===== config.mk =====
export PLATFORM = sky130hd
export DESIGN_NAME = leaf_user_port_adapter
export DESIGN_NICKNAME = d
export VERILOG_FILES = /design/src/rtl/leaf_pkg.sv /design/src/rtl/leaf_port_fifo.sv /design/src/rtl/leaf_user_port_adapter.sv
export SDC_FILE = /design/constraint.sdc
export NUM_CORES = 1
export LEC_CHECK = 0
export ABC_AREA = 1
export CAP_MARGIN = 20
export CORE_MARGIN = 5
export CORE_UTILIZATION = 62
export CTS_BUF_LIST = sky130_fd_sc_hd__clkbuf_8
export DETAILED_ROUTE_END_ITERATION = 7
export HOLD_SLACK_MARGIN = 0.15
export PLACE_DENSITY = 0.95
export SYNTH_ARGS = -nofsm -noshare
export SYNTH_HDL_FRONTEND = slang
export SYNTH_SLANG_ARGS = --single-unit

===== constraint.sdc =====
create_clock -name clk_user -period 4.35 [get_ports clk_user]
set_input_delay 0.87 -clock clk_user [delete_from_list [all_inputs] [get_ports clk_user]]
set_output_delay 0.87 -clock clk_user [all_outputs]
set_load 0.02 [all_outputs]

===== src/rtl/leaf_pkg.sv =====
// Shared constants and helpers for the leaf_interface user-side port blocks.
package leaf_pkg;

  localparam int PAYLOAD_BITS = 32;
  localparam int PACKET_BITS  = 49;
  localparam int CNT_BITS     = 16;
  localparam int FIFO_DEPTH   = 4;

  typedef logic [PAYLOAD_BITS-1:0] payload_t;

  // Ceiling log2, usable in parameter expressions.
  function automatic int clog2(input int value);
    int result;
    result = 0;
    for (int i = 0; i < 31; i++) begin
      if ((1 << i) < value) result = i + 1;
    end
    return result;
  endfunction

endpackage


===== src/rtl/leaf_port_fifo.sv =====
// Small synchronous FIFO with registered level and a look-ahead full flag so the
// owner can register its ack/ready without a combinational path to the output.
module leaf_port_fifo
  import leaf_pkg::*;
#(
  parameter int WIDTH = PAYLOAD_BITS,
  parameter int DEPTH = FIFO_DEPTH
) (
  input  logic             clk,
  input  logic             rst_n,
  input  logic             push,
  input  logic             pop,
  input  logic [WIDTH-1:0] push_data,
  output logic [WIDTH-1:0] head_data,
  output logic             empty,
  output logic             full_next
);

  localparam int PTR_BITS = clog2(DEPTH);
  localparam int LVL_BITS = PTR_BITS + 1;
  localparam logic [LVL_BITS-1:0] FULL_LEVEL = LVL_BITS'(DEPTH);

  logic [WIDTH-1:0]    mem_q [DEPTH];
  logic [WIDTH-1:0]    mem_d [DEPTH];
  logic [PTR_BITS-1:0] wr_ptr_q, wr_ptr_d;
  logic [PTR_BITS-1:0] rd_ptr_q, rd_ptr_d;
  logic [LVL_BITS-1:0] level_q, level_d;
  logic                full;
  logic                do_push;
  logic                do_pop;

  assign full      = (level_q == FULL_LEVEL);
  assign empty     = (level_q == '0);
  assign do_push   = push & ~full;
  assign do_pop    = pop & ~empty;
  assign head_data = mem_q[rd_ptr_q];
  assign full_next = (level_d == FULL_LEVEL);

  // Pointers wrap naturally because DEPTH is a power of two.
  always_comb begin
    mem_d    = mem_q;
    wr_ptr_d = wr_ptr_q;
    rd_ptr_d = rd_ptr_q;
    level_d  = level_q;
    if (do_push) begin
      mem_d[wr_ptr_q] = push_data;
      wr_ptr_d        = wr_ptr_q + PTR_BITS'(1);
    end
    if (do_pop) begin
      rd_ptr_d = rd_ptr_q + PTR_BITS'(1);
    end
    if (do_push && !do_pop) begin
      level_d = level_q + LVL_BITS'(1);
    end else if (do_pop && !do_push) begin
      level_d = level_q - LVL_BITS'(1);
    end
  end

  always_ff @(posedge clk or negedge rst_n) begin
    if (!rst_n) begin
      for (int i = 0; i < DEPTH; i++) begin
        mem_q[i] <= '0;
      end
      wr_ptr_q <= '0;
      rd_ptr_q <= '0;
      level_q  <= '0;
    end else begin
      mem_q    <= mem_d;
      wr_ptr_q <= wr_ptr_d;
      rd_ptr_q <= rd_ptr_d;
      level_q  <= level_d;
    end
  end

endmodule


===== src/rtl/leaf_user_port_adapter.sv =====
// User-side endpoint of a leaf_interface port pair: vld/ack <-> valid/ready through
// one FIFO per direction, plus wrap-around debug word counters.
module leaf_user_port_adapter #(
  parameter int PAYLOAD_BITS = leaf_pkg::PAYLOAD_BITS,
  parameter int FIFO_DEPTH   = leaf_pkg::FIFO_DEPTH,
  parameter int CNT_BITS     = leaf_pkg::CNT_BITS
) (
  input  logic                    clk_user,
  input  logic                    reset_n,
  input  logic [PAYLOAD_BITS-1:0] dout_leaf_interface2user,
  input  logic                    vld_interface2user,
  output logic                    ack_user2interface,
  output logic [PAYLOAD_BITS-1:0] m_data,
  output logic                    m_valid,
  input  logic                    m_ready,
  input  logic [PAYLOAD_BITS-1:0] s_data,
  input  logic                    s_valid,
  output logic                    s_ready,
  output logic [PAYLOAD_BITS-1:0] din_leaf_user2interface,
  output logic                    vld_user2interface,
  input  logic                    ack_interface2user,
  output logic [CNT_BITS-1:0]     rx_count,
  output logic [CNT_BITS-1:0]     tx_count
);

  import leaf_pkg::*;

  logic                ack_q, ack_d;
  logic                s_ready_q, s_ready_d;
  logic [CNT_BITS-1:0] rx_count_q, rx_count_d;
  logic [CNT_BITS-1:0] tx_count_q, tx_count_d;
  logic                rx_push, rx_pop, rx_empty, rx_full_next;
  logic                tx_push, tx_pop, tx_empty, tx_full_next;

  assign rx_push = vld_interface2user & ack_q;
  assign rx_pop  = m_valid & m_ready;
  assign tx_push = s_valid & s_ready_q;
  assign tx_pop  = vld_user2interface & ack_interface2user;

  leaf_port_fifo #(.WIDTH(PAYLOAD_BITS), .DEPTH(FIFO_DEPTH)) u_rx_fifo (
    .clk       (clk_user),
    .rst_n     (reset_n),
    .push      (rx_push),
    .pop       (rx_pop),
    .push_data (dout_leaf_interface2user),
    .head_data (m_data),
    .empty     (rx_empty),
    .full_next (rx_full_next)
  );

  leaf_port_fifo #(.WIDTH(PAYLOAD_BITS), .DEPTH(FIFO_DEPTH)) u_tx_fifo (
    .clk       (clk_user),
    .rst_n     (reset_n),
    .push      (tx_push),
    .pop       (tx_pop),
    .push_data (s_data),
    .head_data (din_leaf_user2interface),
    .empty     (tx_empty),
    .full_next (tx_full_next)
  );

  assign m_valid            = ~rx_empty;
  assign vld_user2interface = ~tx_empty;
  assign ack_user2interface = ack_q;
  assign s_ready            = s_ready_q;
  assign rx_count           = rx_count_q;
  assign tx_count           = tx_count_q;

  // Flags follow the FIFO's next level so they drop in the same cycle it fills.
  always_comb begin
    ack_d      = ~rx_full_next;
    s_ready_d  = ~tx_full_next;
    rx_count_d = rx_count_q;
    tx_count_d = tx_count_q;
    if (rx_push) rx_count_d = rx_count_q + CNT_BITS'(1);
    if (tx_pop)  tx_count_d = tx_count_q + CNT_BITS'(1);
  end

  always_ff @(posedge clk_user or negedge reset_n) begin
    if (!reset_n) begin
      ack_q      <= 1'b0;
      s_ready_q  <= 1'b0;
      rx_count_q <= '0;
      tx_count_q <= '0;
    end else begin
      ack_q      <= ack_d;
      s_ready_q  <= s_ready_d;
      rx_count_q <= rx_count_d;
      tx_count_q <= tx_count_d;
    end
  end

endmodule


* After elaboration in Yosys (flattened, before gate mapping)
Index checks and enable logic that the tools add are counted.
** Word-level totals
- Register bits after elaboration :: 304
- Output and inout port bits :: 100
** Operators by class
- Add/sub/neg operators :: 10
- Order comparisons :: 6
- Equal/unequal tests :: 4
- Muxes and demuxes :: 16
- Bitwise operators :: 18
- Reduce and logical (&&, ||, !) cells :: 12
** Operator list (number)
- $bwmux 128 :: 2
- $mux 32 :: 6
- $bmux 32 s2 :: 2
- $demux 32 s2 :: 2
- $add 16x1->16 const B :: 2
- $eq 3x3->1 const B :: 4
- $ge 3x3->1 const B :: 4
- $mux 3 :: 4
- $not 2->3 :: 4
- $add 2x1->2 const B :: 4
- $and 1x1->1 :: 8
- $add 3x1->3 const B :: 2
- $logic_and 1x1->1 :: 6
- $logic_not 3->1 :: 2
- $lt 3x1->1 const B :: 2
- $not 1->1 :: 6
- $sub 3x1->3 const B :: 2
- $logic_not 1->1 :: 4

* Logic depth before layout (Yosys ltp)
- Depth in word-level cells :: 9
- Mapped depth :: 11
- Gate-level depth less buffers :: 11

* By module
From an unflattened synthesis, not the netlist that was laid out.
** Unflattened totals
- Cells, all modules :: 1577
- Area, all modules :: 13758.2 um^2
** Modules (own cells, without submodules)
- leaf_port_fifo :: instances 2, cells each 684, area each 5999.5 um^2, sequential area each 3378.2 um^2
- leaf_user_port_adapter :: instances 1, cells each 209, area each 1759.2 um^2, sequential area each 850.8 um^2

* Worst setup path after synthesis
Ideal clock, no wire load.
- Path type :: register to output
- Start :: register u_rx_fifo.rd_ptr_q[0]
- End :: output port m_data[10]
- Arrival :: 1328 ps
- Data required time :: 3480 ps
- Path slack :: 2152 ps
- Cell stages (with the launch flop) :: 7
- Cells stage by stage :: dfrtp_1 -> buf_2 -> inv_2 -> buf_2 -> buf_2 -> nor2_1 -> o22ai_1
** Between the ends
- Word-level cells in the longest chain between the ends :: 4
** RTL lines
- start: declaration :: RTL line leaf_port_fifo.sv:26 : logic [PTR_BITS-1:0] rd_ptr_q, rd_ptr_d;
- start signal: assignment :: RTL line leaf_port_fifo.sv:70 : rd_ptr_q <= rd_ptr_d;
- $not 2->3 (implied by the code) :: RTL line leaf_port_fifo.sv:36 : assign head_data = mem_q[rd_ptr_q];
- $bmux 32 s2 :: RTL line leaf_port_fifo.sv:36
- $mux 32 (implied by the code) (2 in a row) :: RTL line leaf_port_fifo.sv:36
- end: declaration :: RTL line leaf_user_port_adapter.sv:13 : output logic [PAYLOAD_BITS-1:0] m_data,
No other way between the ends. The select of a mux whose other input is x is not followed.

* Worst setup path in the final report
- Start :: register u_tx_fifo.rd_ptr_q[0]
- End :: output port din_leaf_user2interface[0]
** Between the ends
- Word-level cells in the longest chain between the ends :: 4
** RTL lines
- start: declaration :: RTL line leaf_port_fifo.sv:26
- start signal: assignment :: RTL line leaf_port_fifo.sv:70
- $not 2->3 (implied by the code) :: RTL line leaf_port_fifo.sv:36
- $bmux 32 s2 :: RTL line leaf_port_fifo.sv:36
- $mux 32 (implied by the code) (2 in a row) :: RTL line leaf_port_fifo.sv:36
- end: declaration :: RTL line leaf_user_port_adapter.sv:19 : output logic [PAYLOAD_BITS-1:0] din_leaf_user2interface,
No other way between the ends. The select of a mux whose other input is x is not followed.

==> results_dict.tcl <==
set metrics [dict create \
    synthCells 1562 \
    cpPeakStageDelay_ps 680 \
    grt_pass1_wl_um 58100 \
    track_usage 0.269 \
    async_reset_ff_frac 1.00 \
    dieArea_mm2 0.0252 \
    slew_headroom 0.355 \
    cts_setup_buffers 0 \
    die_x_um 159 \
    clockRootBuffer "clkbuf_8" \
    synth_top_area_cell "dfrtp_1" \
    hold_viol_final 0 \
    core_area_mm2 0.0218 \
    rsz0062_at_grt "false" \
    antenna_found_initial 1 \
    layout_setup_ws_ps 445 \
    gp_congestion 0.835 \
    avgSynthCellArea_um2 8.79 \
    start_util 0.629 \
    arrival_ps 3040 \
    fillCellCount 1416 \
    cap_violations 0 \
    first_iter_violations 1139 \
    critical-path-slowest-cell "dfrtp_2" \
    yosysWarnings 0 \
    place_area_mm2 0.0153 \
    seq_area_frac_synth 0.554 \
    synthTopCellsByArea "dfrtp_1 (55%), nand2_1 (9.7%), o21ai_0 (9.2%)" \
    cts_tree "built" \
    tns_ps 0 \
    area_delta_synth_final_pct 19.6 \
    grt_max_degree 130 \
    die_h_um 159 \
    ios 170 \
    leakage_nw 7.85 \
    nets 1791 \
    hold_path_class "input pin to asynchronous set/reset pin" \
    clock_latency_ps 570 \
    rows 54 \
    synth_edf_count 0 \
    worst_pin_slew_ps 968 \
    cp_max_fo 65 \
    clk_path_buf_depth 3 \
    cp.required_ps 3480 \
    cts_buffers 49 \
    fmax_mhz 256 \
    period_minus_slack_ps 3910 \
    post-place-ws_ps 1090 \
    wl_per_cell_um 16.9 \
    worst_clock_skew_ps 28.4 \
    synth_seq_cells 304 \
    grt_pass1_vias 11900 \
    drive_gt1_frac 0.0780 \
    portBuffers 169 \
    report.final.slew_viol_count 0 \
    setup_viol 0 \
    vias_per_cell 5.80 \
    peakVddDrop_uv 650 \
    powerDensity_mw_per_mm2 829 \
    drc 0 \
    cp-start-kind "flip-flop" \
    synth.top_cells.by_count "nand2_1 (356), dfrtp_1 (304), o21ai_0 (253), nor2_1 (155), o21ai_1 (123)" \
    antenna_left 0 \
    syn-cell-area_mm2 0.0137 \
    yosysMostFrequentCell "nand2_1" \
    final_area_mm2 0.0164 \
    synthDistinctLibCells 33 \
    synth_top_area_share 0.554 \
    num_vias 11700 \
    path_clk_slew_ps 60 \
    cp-end-kind "output port" \
    synth_fp_nets 1648 \
    cts.sinks 304 \
    dp_hpwl_um 21400 \
    status "finished clean" \
    crit_chain "inv_2, buf_4, o21ai_0, o22ai_1, clkdlybuf4s50_1" \
    p_total_mw 13.6 \
    cts_hold_buf 0 \
    synth_flop_cell "dfrtp_1" \
    grt_overflow_total 0 \
    routed_wl_um 34100 \
    min_period_over_period 0.898 \
    drtPass1Iterations 7 \
    htree_levels 2 \
    critical_path_class "flip-flop to output port" \
    post_cts_resized 0 \
]
-- final cells by class --
class,count,area [um2],area share
clock inverters,28,238,0.0145
clock buffers,62,853,0.0519
diodes,1,2.50,0.000152
flip-flops and latches,304,7610,0.463
inverters,110,413,0.0251
well taps,280,350,0.0213
repair buffers,181,1810,0.110
multi-input cells,1059,5150,0.313
-- placed cells by master (no fill, tap or decap), types with 14 or more instances in the layout --
| master | synthesis | layout |
|---|---|---|
| clkbuf_8 | 0 | 62 |
| xor2_1 | 14 | 14 |
| o21ai_0 | 253 | 253 |
| inv_1 | 105 | 118 |
| o21ai_1 | 123 | 123 |
| o21ai_2 | 14 | 14 |
| clkdlybuf4s50_1 | 0 | 168 |
| nand3_1 | 17 | 17 |
| o22ai_1 | 64 | 64 |
| dfrtp_1 | 304 | 303 |
| nor2_1 | 155 | 155 |
| nand2_1 | 356 | 356 |
| ha_1 | 16 | 16 |
-- worst max-delay path, delay by kind of cell (launching register included) --
family / cells / cell delay [ps]
buf+inv: 3 / 1300
flops: 1 / 680
compound gates: 2 / 460
-- power by group --
part	total, mW	switching, mW	internal (mW)
clock	2.67	1.14	1.53
sequential	4.87	0.803	4.07
combinational	6.07	3.65	2.43
-- path summary, 6_finish.rpt --
kind                                               to  depth (start not counted)             startpoint  slack (ps)
max                        din_leaf_user2interface[0]                          5  u_tx_fifo.rd_ptr_q[0]         440
min                                u_rx_fifo.mem_q[9]                          1                reset_n         430
max reg2reg                       u_rx_fifo.mem_q[58]                          8   u_rx_fifo.level_q[0]        2320
min reg2reg                       u_tx_fifo.mem_q[84]                          2    u_tx_fifo.mem_q[84]         480
max in group asynchronous                 tx_count[9]                          2                reset_n        2910
min in group clk_user             u_tx_fifo.mem_q[84]                          2    u_tx_fifo.mem_q[84]         480
-- routing by layer --
| metal | wire length [um] | vias up | global-route usage |
|---|---|---|---|
| met5 | 0 | - | 0 |
| met4 | 966 | 0 | 0.108 |
| met3 | 2570 | 78 | 0.0578 |
| met2 | 16600 | 570 | 0.430 |
| met1 | 14000 | 5663 | 0.364 |
| li1 | - | 5435 | - |
-- per-stage QoR --
stage | hold WS, ps | util | std cells
finish | 428 | 0.753 | 2025
global route | 488 | 0.753 | 2025
CTS | 459 | 0.753 | 2024
detailed placement | 468 | 0.703 | 1934
global placement | 461 | 0.703 | 1934
floorplan | 448 | - | 1562
-- registers in the layout, indices dropped and copies added (netlist names) --
| name | flops |
|---|---|
| u_tx_fifo.wr_ptr_q | 2 |
| u_tx_fifo.level_q | 3 |
| u_rx_fifo.wr_ptr_q | 2 |
| ack_user2interface | 1 |
| rx_count | 16 |
| u_rx_fifo.mem_q | 128 |
| u_tx_fifo.mem_q | 128 |
| s_ready | 1 |
| u_rx_fifo.rd_ptr_q | 2 |
| u_tx_fifo.rd_ptr_q | 2 |
| u_rx_fifo.level_q | 3 |
| tx_count | 16 |
-- kinds of logic after synthesis --
| logic type | after synthesis | synth area share |
|---|---|---|
| simple gates | 562 | 0.169 |
| compound gates | 457 | 0.176 |
| flops | 304 | 0.554 |
| buf+inv | 199 | 0.0712 |
| xor+xnor | 24 | 0.0153 |
| fa+ha+maj | 16 | 0.0146 |
Power figures use the tool's default switching activity.
